<file path="src/rtl/board_b_bus_initiator_if.sv">
// CPU request/response and board bus signals of the board B bus initiator.
// The master modport is the initiator's view. The slave modport is the CPU/board side.
interface board_b_bus_initiator_if;
    logic        cpu_req;
    logic        cpu_we;
    logic        cpu_io;
    logic [19:0] cpu_addr;
    logic [1:0]  cpu_be;
    logic [15:0] cpu_wdata;
    logic        cpu_busy;
    logic        cpu_ready;
    logic [15:0] cpu_rdata;
    logic        cpu_overrun;
    logic [19:0] A;
    logic [15:0] DIN;
    logic [1:0]  BYTE_SEL;
    logic        MRD;
    logic        MWR;
    logic        IORD;
    logic        IOWR;
    logic        CHARA;
    logic        CHARA_P;
    logic [15:0] BUS_DIN;
    logic        BUS_DIN_VALID;

    modport master (
        input  cpu_req, cpu_we, cpu_io, cpu_addr, cpu_be, cpu_wdata, BUS_DIN, BUS_DIN_VALID,
        output cpu_busy, cpu_ready, cpu_rdata, cpu_overrun,
               A, DIN, BYTE_SEL, MRD, MWR, IORD, IOWR, CHARA, CHARA_P
    );

    modport slave (
        output cpu_req, cpu_we, cpu_io, cpu_addr, cpu_be, cpu_wdata, BUS_DIN, BUS_DIN_VALID,
        input  cpu_busy, cpu_ready, cpu_rdata, cpu_overrun,
               A, DIN, BYTE_SEL, MRD, MWR, IORD, IOWR, CHARA, CHARA_P
    );
endinterface

</file>
<file path="src/rtl/board_b_bus_initiator.sv">
// Turns single-cycle CPU requests into SETUP/STROBE/HOLD board cycles; write latency STROBE_CYCLES+2.
// No backpressure: requests arriving while busy are dropped and flagged in sticky cpu_overrun.
module board_b_bus_initiator #(
    parameter int STROBE_CYCLES = 2,
    parameter int MAX_WAIT      = 6
) (
    input  logic                    CLK_32M,
    input  logic                    reset,
    board_b_bus_initiator_if.master bus
);
    typedef enum logic [1:0] {IDLE, SETUP, STROBE, HOLD} state_t;

    localparam logic [5:0] LEN_MIN = 6'(STROBE_CYCLES);
    localparam logic [5:0] LEN_MAX = 6'(STROBE_CYCLES + MAX_WAIT);

    state_t      state;
    logic        lat_we;
    logic        lat_io;
    logic [4:0]  cnt;
    logic [15:0] cap_dat;
    logic        cap_vld;

    logic [5:0]  cnt_inc;
    logic        have_dat;
    logic        strobe_done;

    // cnt_inc is the number of strobe cycles completed at the end of the current one
    assign cnt_inc     = {1'b0, cnt} + 6'd1;
    assign have_dat    = cap_vld | bus.BUS_DIN_VALID;
    assign strobe_done = lat_we ? (cnt_inc >= LEN_MIN)
                                : (((cnt_inc >= LEN_MIN) && have_dat) || (cnt_inc >= LEN_MAX));

    always_ff @(posedge CLK_32M) begin
        if (reset) begin
            state           <= IDLE;
            lat_we          <= 1'b0;
            lat_io          <= 1'b0;
            cnt             <= 5'd0;
            cap_dat         <= 16'h0000;
            cap_vld         <= 1'b0;
            bus.cpu_busy    <= 1'b0;
            bus.cpu_ready   <= 1'b0;
            bus.cpu_rdata   <= 16'hFFFF;
            bus.cpu_overrun <= 1'b0;
            bus.A           <= 20'h00000;
            bus.DIN         <= 16'h0000;
            bus.BYTE_SEL    <= 2'b00;
            bus.MRD         <= 1'b0;
            bus.MWR         <= 1'b0;
            bus.IORD        <= 1'b0;
            bus.IOWR        <= 1'b0;
            bus.CHARA       <= 1'b0;
            bus.CHARA_P     <= 1'b0;
        end else begin
            bus.cpu_ready <= 1'b0;
            if (bus.cpu_req && (state != IDLE)) begin
                bus.cpu_overrun <= 1'b1;
            end
            case (state)
                IDLE: begin
                    if (bus.cpu_req) begin
                        state        <= SETUP;
                        lat_we       <= bus.cpu_we;
                        lat_io       <= bus.cpu_io;
                        cnt          <= 5'd0;
                        cap_vld      <= 1'b0;
                        bus.cpu_busy <= 1'b1;
                        bus.A        <= bus.cpu_io ? {12'h000, bus.cpu_addr[7:0]} : bus.cpu_addr;
                        bus.DIN      <= bus.cpu_wdata;
                        bus.BYTE_SEL <= bus.cpu_be;
                        bus.CHARA    <= !bus.cpu_io && (bus.cpu_addr[19:16] == 4'hD);
                        bus.CHARA_P  <= !bus.cpu_io && (bus.cpu_addr[19:14] == 6'b110010);
                    end
                end
                SETUP: begin
                    state    <= STROBE;
                    bus.MRD  <= !lat_we && !lat_io;
                    bus.MWR  <=  lat_we && !lat_io;
                    bus.IORD <= !lat_we &&  lat_io;
                    bus.IOWR <=  lat_we &&  lat_io;
                end
                STROBE: begin
                    cnt <= (cnt == 5'h1F) ? cnt : cnt_inc[4:0];
                    if (!lat_we && bus.BUS_DIN_VALID) begin
                        cap_dat <= bus.BUS_DIN;
                        cap_vld <= 1'b1;
                    end
                    if (strobe_done) begin
                        state         <= HOLD;
                        bus.MRD       <= 1'b0;
                        bus.MWR       <= 1'b0;
                        bus.IORD      <= 1'b0;
                        bus.IOWR      <= 1'b0;
                        bus.cpu_ready <= 1'b1;
                        // data arriving in the final strobe cycle overrides any earlier capture
                        if (!lat_we) begin
                            bus.cpu_rdata <= bus.BUS_DIN_VALID ? bus.BUS_DIN :
                                             cap_vld           ? cap_dat     : 16'hFFFF;
                        end
                    end
                end
                HOLD: begin
                    state        <= IDLE;
                    bus.cpu_busy <= 1'b0;
                    bus.A        <= 20'h00000;
                    bus.DIN      <= 16'h0000;
                    bus.BYTE_SEL <= 2'b00;
                    bus.CHARA    <= 1'b0;
                    bus.CHARA_P  <= 1'b0;
                end
            endcase
        end
    end
endmodule

</file>
<file path="src/flat_wrapper.sv">
// flat-port wrapper written by rule: the top's interface ports become plain ports
module board_b_bus_initiator_flat 
#(
    parameter int STROBE_CYCLES = 2,
    parameter int MAX_WAIT      = 6
)
  (CLK_32M, reset, bus_cpu_req, bus_cpu_we, bus_cpu_io, bus_cpu_addr, bus_cpu_be, bus_cpu_wdata, bus_BUS_DIN, bus_BUS_DIN_VALID, bus_cpu_busy, bus_cpu_ready, bus_cpu_rdata, bus_cpu_overrun, bus_A, bus_DIN, bus_BYTE_SEL, bus_MRD, bus_MWR, bus_IORD, bus_IOWR, bus_CHARA, bus_CHARA_P);
  board_b_bus_initiator_if bus_i ();
  input  logic CLK_32M;
  input  logic reset;
  input wire logic [$bits(bus_i.cpu_req)-1:0] bus_cpu_req;
  input wire logic [$bits(bus_i.cpu_we)-1:0] bus_cpu_we;
  input wire logic [$bits(bus_i.cpu_io)-1:0] bus_cpu_io;
  input wire logic [$bits(bus_i.cpu_addr)-1:0] bus_cpu_addr;
  input wire logic [$bits(bus_i.cpu_be)-1:0] bus_cpu_be;
  input wire logic [$bits(bus_i.cpu_wdata)-1:0] bus_cpu_wdata;
  input wire logic [$bits(bus_i.BUS_DIN)-1:0] bus_BUS_DIN;
  input wire logic [$bits(bus_i.BUS_DIN_VALID)-1:0] bus_BUS_DIN_VALID;
  output wire logic [$bits(bus_i.cpu_busy)-1:0] bus_cpu_busy;
  output wire logic [$bits(bus_i.cpu_ready)-1:0] bus_cpu_ready;
  output wire logic [$bits(bus_i.cpu_rdata)-1:0] bus_cpu_rdata;
  output wire logic [$bits(bus_i.cpu_overrun)-1:0] bus_cpu_overrun;
  output wire logic [$bits(bus_i.A)-1:0] bus_A;
  output wire logic [$bits(bus_i.DIN)-1:0] bus_DIN;
  output wire logic [$bits(bus_i.BYTE_SEL)-1:0] bus_BYTE_SEL;
  output wire logic [$bits(bus_i.MRD)-1:0] bus_MRD;
  output wire logic [$bits(bus_i.MWR)-1:0] bus_MWR;
  output wire logic [$bits(bus_i.IORD)-1:0] bus_IORD;
  output wire logic [$bits(bus_i.IOWR)-1:0] bus_IOWR;
  output wire logic [$bits(bus_i.CHARA)-1:0] bus_CHARA;
  output wire logic [$bits(bus_i.CHARA_P)-1:0] bus_CHARA_P;
  assign bus_i.cpu_req = bus_cpu_req;
  assign bus_i.cpu_we = bus_cpu_we;
  assign bus_i.cpu_io = bus_cpu_io;
  assign bus_i.cpu_addr = bus_cpu_addr;
  assign bus_i.cpu_be = bus_cpu_be;
  assign bus_i.cpu_wdata = bus_cpu_wdata;
  assign bus_i.BUS_DIN = bus_BUS_DIN;
  assign bus_i.BUS_DIN_VALID = bus_BUS_DIN_VALID;
  assign bus_cpu_busy = bus_i.cpu_busy;
  assign bus_cpu_ready = bus_i.cpu_ready;
  assign bus_cpu_rdata = bus_i.cpu_rdata;
  assign bus_cpu_overrun = bus_i.cpu_overrun;
  assign bus_A = bus_i.A;
  assign bus_DIN = bus_i.DIN;
  assign bus_BYTE_SEL = bus_i.BYTE_SEL;
  assign bus_MRD = bus_i.MRD;
  assign bus_MWR = bus_i.MWR;
  assign bus_IORD = bus_i.IORD;
  assign bus_IOWR = bus_i.IOWR;
  assign bus_CHARA = bus_i.CHARA;
  assign bus_CHARA_P = bus_i.CHARA_P;
  board_b_bus_initiator #(.STROBE_CYCLES(STROBE_CYCLES), .MAX_WAIT(MAX_WAIT)) u_core (.CLK_32M(CLK_32M), .reset(reset), .bus(bus_i));
endmodule
</file>
<file path="config.mk">
export PLATFORM = sky130hd
export DESIGN_NAME = board_b_bus_initiator_flat
export DESIGN_NICKNAME = d
export VERILOG_FILES = /design/src/rtl/board_b_bus_initiator_if.sv /design/src/rtl/board_b_bus_initiator.sv /design/src/flat_wrapper.sv
export SDC_FILE = /design/constraint.sdc
export NUM_CORES = 1
export LEC_CHECK = 0
export CORE_ASPECT_RATIO = 1.5
export CORE_MARGIN = 4
export CORE_UTILIZATION = 40
export CTS_CLUSTER_DIAMETER = 150
export DETAILED_ROUTE_END_ITERATION = 10
export PLACE_DENSITY = 0.68
export SYNTH_ARGS = -nofsm -noshare
export SYNTH_HDL_FRONTEND = slang
export SYNTH_SLANG_ARGS = --single-unit
export TNS_END_PERCENT = 100
</file>
<file path="constraint.sdc">
create_clock -name CLK_32M -period 2.6 [get_ports CLK_32M]
set_clock_uncertainty 0.15 [all_clocks]
set_input_delay 0.39 -clock CLK_32M [delete_from_list [all_inputs] [get_ports CLK_32M]]
set_output_delay 0.39 -clock CLK_32M [all_outputs]
set_load 0.02 [all_outputs]
</file>
; Word level (Yosys, flattened, before mapping)
; Cells that the tools add are included.
[word_totals]
input_bits = 60
ff_bits = 89
[classes]
order_cmp = 2
n_addsub = 1
n_bitwise = 3
muxes = 31
reduce_logical = 27
eq_ne = 10
[op_table]
columns = cell, count
row1 = 2-to-1 mux 16 bit, 3
row2 = 2-to-1 mux 20 bit, 2
row3 = one-hot mux 20 bit (2 select lines), 1
row4 = one-hot mux 16 bit (2 select lines), 1
row5 = one-hot mux 1 bit (2 select lines), 8
row6 = 2-to-1 mux 5 bit, 2
row7 = one-hot mux 5 bit (2 select lines), 1
row8 = AND reduction 2 bit, 5
row9 = logical AND 1 bit, 9
row10 = AND reduction 3 bit, 3
row11 = 2-to-1 mux 1 bit, 8
row12 = one-hot mux 2 bit (4 select lines), 1
row13 = nonzero test 2 bit, 4
row14 = "adder 5 x 1 -> 6 bit, second input constant", 1
row15 = "== test 6 bit, second input constant", 1
row16 = "greater-or-equal comparator 6 x 2 -> 1 bit, second input constant", 1
row17 = "greater-or-equal comparator 6 x 4 -> 1 bit, second input constant", 1
row18 = 2-to-1 mux 2 bit, 3
row19 = "== test 5 bit, second input constant", 1
row20 = "== test 2 bit, second input constant", 2
row21 = "== test 4 bit, second input constant", 1
row22 = "!= test 2 x 1 -> 1 bit, second input constant", 2
row23 = "!= test 2 bit, second input constant", 2
row24 = one-hot mux 2 bit (2 select lines), 1
row25 = other kinds (7), 10

; Longest topological paths before layout
[logic_depth]
ltp_word = 7
ltp_mapped = 8
depth_no_buf = 7

; Worst setup path before layout
; No wires, ideal clock.
[synth_path]
path_type = register -> register
start = reg u_core.cnt[0]
end = reg u_core.bus.cpu_rdata[10]
setup_slack_ns = 0.332
t_arrival_ns = 2.046
path_buffers = 1
required_time_ns = 2.378
setup_ns = 0.072
stages_incl_launch_ff = 9
synth_period_minus_slack_ns = 2.268
cell_sequence = dfxtp_1 -> ha_1 -> and3_1 -> ha_1 -> nor3b_1 -> mux2i_2 -> o21ai_4 -> buf_12 -> mux2i_1
[synth_between]
elab_chain_cells = 6
elab_cells_between_ends = 7
classes_between = add/sub: 1 / order compare: 2 / mux: 1 / reduce/logical: 3
[synth_lines]
columns = item, line
row1 = from (decl), board_b_bus_initiator.sv:19  ; logic [4:0] cnt;
row2 = from (signal assigned), board_b_bus_initiator.sv:83  ; cnt <= (cnt == 5'h1F) ? cnt : cnt_inc[4:0];
row3 = adder 5 x 1 -> 6 bit *, board_b_bus_initiator.sv:28  ; assign cnt_inc = {1'b0, cnt} + 6'd1;
row4 = greater-or-equal comparator 6 x 2 -> 1 bit, "board_b_bus_initiator.sv:30, board_b_bus_initiator.sv:31"
row5 = logical AND 1 bit, board_b_bus_initiator.sv:31  ; : (((cnt_inc >= LEN_MIN) && have_dat) || (cnt_inc >= LEN_MAX));
row6 = logical OR 1 bit, board_b_bus_initiator.sv:31
row7 = 2-to-1 mux 1 bit *, board_b_bus_initiator.sv:30  ; assign strobe_done = lat_we ? (cnt_inc >= LEN_MIN)
row8 = AND reduction 3 bit (no source line) *, -
row9 = to (signal assigned), board_b_bus_initiator.sv:97  ; bus.cpu_rdata <= bus.BUS_DIN_VALID ? bus.BUS_DIN :
row10 = to (decl), board_b_bus_initiator_if.sv:28  ; output cpu_busy, cpu_ready, cpu_rdata, cpu_overrun,
; Mark *: on every way between the ends. The rest lies on a longest branch, timed or not.
; A chain may end at the register's enable or synchronous reset.

; Worst setup path after layout
[layout_path]
start = reg u_core.cnt[0]
end = reg u_core.bus.MWR
[layout_between]
elab_chain_cells = 7
elab_cells_between_ends = 8
classes_between = add/sub: 1 / order compare: 2 / eq/ne: 1 / mux: 1 / reduce/logical: 3
[layout_lines]
columns = item, line
row1 = adder 5 x 1 -> 6 bit *, board_b_bus_initiator.sv:28
row2 = greater-or-equal comparator 6 x 2 -> 1 bit, "board_b_bus_initiator.sv:30, board_b_bus_initiator.sv:31"
row3 = logical AND 1 bit, board_b_bus_initiator.sv:31
row4 = logical OR 1 bit, board_b_bus_initiator.sv:31
row5 = 2-to-1 mux 1 bit *, board_b_bus_initiator.sv:30
row6 = != test 2 x 1 -> 1 bit (no source line) *, -
row7 = AND reduction 2 bit (no source line) *, -
row8 = to (signal assigned), board_b_bus_initiator.sv:78  ; bus.MWR <= lat_we && !lat_io;
row9 = to (decl), board_b_bus_initiator_if.sv:29  ; A, DIN, BYTE_SEL, MRD, MWR, IORD, IOWR, CHARA, CHARA_P
; Marked as above.

==> flow_summary_export.csv <==
group,metric,value,unit
logic_synthesis,synth-main-ff-cell,"dfxtp_1",
clock_tree,clkSinkCount,89,
critical_path,reg2reg_slack,250,ps
critical_path,crit_path_start,"u_core.cnt[0]",
logic_synthesis,synth_nets,494,
critical_path,r2r-start,"u_core.cnt[0]",
global_route,grt_antenna_before_repair,0,
critical_path,crit_path_end_kind,"flop",
logic_synthesis,synthesis.area,3691,um2
critical_path,reg2reg_depth,7,
critical_path,crit_type,"reg -> reg",
clock_tree,clock_path_buffers,2,
logic_synthesis,synth_cells,428,
drt,drc_errors,0,
global_route,grt_pass1_vias,3263,
critical_path,start_kind,"flop",
logic_synthesis,ys_warn_count,0,
global_route,grt_max_degree,62,
sta,hold_viol,0,
floorplan,core-area,8934,um2
global_route,met2_usage,27.86,%
logic_synthesis,synth_largest_area_cell,"dfxtp_1",
floorplan,die_h,125.7,um
power,power_switching_share,30.06,%
floorplan,ioPinCount,123,
cells_and_area,final_cells,650,
global_route,grt_use_total,17.56,%
cells_and_area,drive_gt1_share,5.741,%
logic_synthesis,synth_area_leaders,"dfxtp_1 (48%), a22oi_1 (7.5%), nor2_1 (6.5%)",
drt,routed_via_density,5.220,
power,p_total,4.201,mW
power,p_clk_share,32.9,%
sta,finalSetupViolCount,0,
critical_path,r2r-end,"u_core.bus.MWR",
logic_synthesis,synth_edf_count,0,
critical_path,critPathMaxFanout,6,
clock_tree,tritoncts,"done",
sta,slew_headroom,49.89,%
outcome,status,"complete, no violations",
drt,vias,3393,
clock_tree,clk_pin_slew,60,ps
critical_path,arrival,2450,ps
clock_tree,htree_levels,3,
clock_tree,post-cts-setup-buffers,0,
placement,portBuffers,122,
sta,worst-slew-pin-transition,750.6,ps
floorplan,row_count,42,
sta,period_needed,2349,ps
sta,period_share,90.34,%
critical_path,worstPathRequired,2700,ps
clock_tree,hold_buffers,0,
floorplan,initial_utilization,41.32,%
drt,drtPass1Iterations,4,
power,p_per_area,790.1,nW/um2
clock_tree,insertion_delay,330,ps
power,ir_drop,0.4781,mV
drt,ant_nets,0,
cells_and_area,num_antenna_cells,0,
clock_tree,root_buffer,"clkbuf_16",
critical_path,endpoint,"u_core.bus.MWR",
power,p_comb_share,28.4,%
power,leakagePower,2.054,nW
logic_synthesis,async_flop_share,0,%
global_route,met1_usage,21.04,%
cells_and_area,syn_to_final_growth,44.07,%
power,p_switching,1.263,mW
clock_tree,cts_buffers,9,
logic_synthesis,ys_ff_latch,89,
drt,wl,9311,um
placement,hpwlAfterDp,6463,um
sta,fin_tns_setup,0,ps
hold_path,hp-class,"reg -> reg",
drt,drt_iter0_drc,99,
power,sequentialPowerShare,38.7,%
drt,avgRoutedWirePerCell,14.32,um
placement,gp_congestion,0.8020,
floorplan,die-width,86.43,um
sta,rsz0062_at_grt,"false",
logic_synthesis,yosysTopAreaCellShare,48.27,%
clock_tree,postCtsResizedCells,0,
run,maxCapViolCount,0,
floorplan,dieArea,10860,um2
logic_synthesis,ys_types,44,
sta,drv_slew,0,
power,p_int,2.938,mW
cells_and_area,final_net_count,603,
global_route,grt.busiest_layer,"met2",
sta,fmax,425.7,MHz
global_route,overflow,0,
global_route,use_met3,8.105,%
global_route,grt_pass1_wl,15530,um
logic_synthesis,ys_seq_area_share,48.27,%
logic_synthesis,syn_avg_cell_area,8.624,um2
placement,placedCellCount,636,
==> final cells by class <==
| class | count | area (um2) |
|---|---|---|
| well taps | 110 | 137.6 |
| flip-flops and latches | 89 | 1782 |
| inverters | 22 | 82.58 |
| clock inverters | 3 | 65.06 |
| fillers | 793 | 3616 |
| multi-input cells | 285 | 1694 |
| repair buffers | 130 | 1304 |
| clock buffers | 11 | 252.7 |
==> placed cells by master (no fill, tap or decap), drive strengths merged, types with 2 or more instances in the layout <==
cell / instances
clkdlybuf4s50: 121
dfxtp: 89
nor2: 64
nand2: 47
a21oi: 45
a22oi: 37
inv: 22
mux2i: 18
a211oi: 17
clkbuf: 11
buf: 9
ha: 6
nor2b: 5
nor3: 5
nand2b: 4
and2: 3
nand3: 3
and3: 3
o21ai: 3
a31oi: 2
nand4b: 2
a311oi: 2
nor4b: 2
bufinv: 2
==> flip-flops by register name, indices dropped and copies added (netlist names) <==
register	cells
u_core.bus.BYTE_SEL	2
u_core.bus.IORD	1
u_core.bus.cpu_overrun	1
u_core.bus.CHARA	1
u_core.bus.cpu_busy	1
u_core.bus.IOWR	1
u_core.bus.cpu_ready	1
u_core.bus.A	20
u_core.bus.cpu_rdata	16
u_core.state	2
u_core.lat_io	1
u_core.bus.MRD	1
u_core.bus.CHARA_P	1
u_core.bus.MWR	1
u_core.lat_we	1
u_core.cap_dat	16
u_core.cnt	5
u_core.cap_vld	1
u_core.bus.DIN	16
==> synthesized netlist by cell type (2+ instances only) <==
cell type and count:
a211oi_1 17, a21oi_1 45, a22oi_1 37, a311oi_1 2, a31oi_1 2, and2_1 3
and3_1 2, buf_2 6, clkbuf_1 24, dfxtp_1 89, ha_1 6, inv_1 22
mux2i_1 17, nand2_1 47, nand2b_1 4, nand3_1 3, nand4b_1 2, nor2_1 64
nor2b_1 5, nor3_1 5, nor4b_1 2, o21ai_0 2
==> cell families after synthesis <==
kind of cell,after synthesis,share of synthesized area (%)
DFF,89,48.27
AOI/OAI and AO/OA,112,20.03
adders and majority gates,6,2.034
muxes,19,5.288
and+or+nand+nor,147,17.90
xor gates and xnor gates,1,0.2373
buffers and inverters,54,6.238
==> critical path, stage by stage, from the launching register on <==
cell	delay [ps]
dfxtp_1	350
ha_1	260
and3_1	200
ha_1	300
nor3b_1	270
mux2_2	230
nand3_1	190
a311oi_1	310
==> worst min-delay path by stage <==
stage	startpoint	endpoint	cells after the start
6_report	u_core.cap_dat[11]	u_core.cap_dat[11]	2
4_1_cts	u_core.cap_dat[11]	u_core.cap_dat[11]	2
5_1_grt	u_core.cap_dat[11]	u_core.cap_dat[11]	2
3_5_place_dp	u_core.cap_dat[11]	u_core.cap_dat[11]	2
3_3_place_gp	u_core.bus.CHARA_P	u_core.bus.CHARA_P	2
2_1_floorplan	u_core.cap_dat[0]	u_core.cap_dat[0]	2
==> through the flow <==
stage / worst slack (ps) / utilization (%) / hold WS [ps] / cell area [um2]
floorplan: 332.4 / - / 286.3 / 3691
global placement: 320.7 / 55.97 / 286.9 / 5000
detailed placement: 272.8 / 55.97 / 296.3 / 5000
CTS: 264.9 / 59.52 / 304.7 / 5318
global route: 29.28 / 59.52 / 326.3 / 5318
finish: 251.1 / 59.52 / 302.9 / 5318
==> metal layers <==
metal | up-vias | share of wire, %
li1 | 1704 | -
met1 | 1567 | 42
met2 | 113 | 47
met3 | 9 | 10
met4 | 0 | 1.0
met5 | - | 0
==> power by group through the flow <==
stage | sequential [mW] | combinational, mW | clock [mW]
final | 1.63 | 1.19 | 1.38
after global routing | 1.65 | 1.32 | 1.48
after CTS | 1.63 | 1.21 | 1.42
after detailed placement | 1.65 | 1.20 | 0
after global placement | 1.64 | 1.19 | 0
after floorplan | 1.78 | 0.568 | 0
No activity file was read; power rests on OpenSTA's default activity.
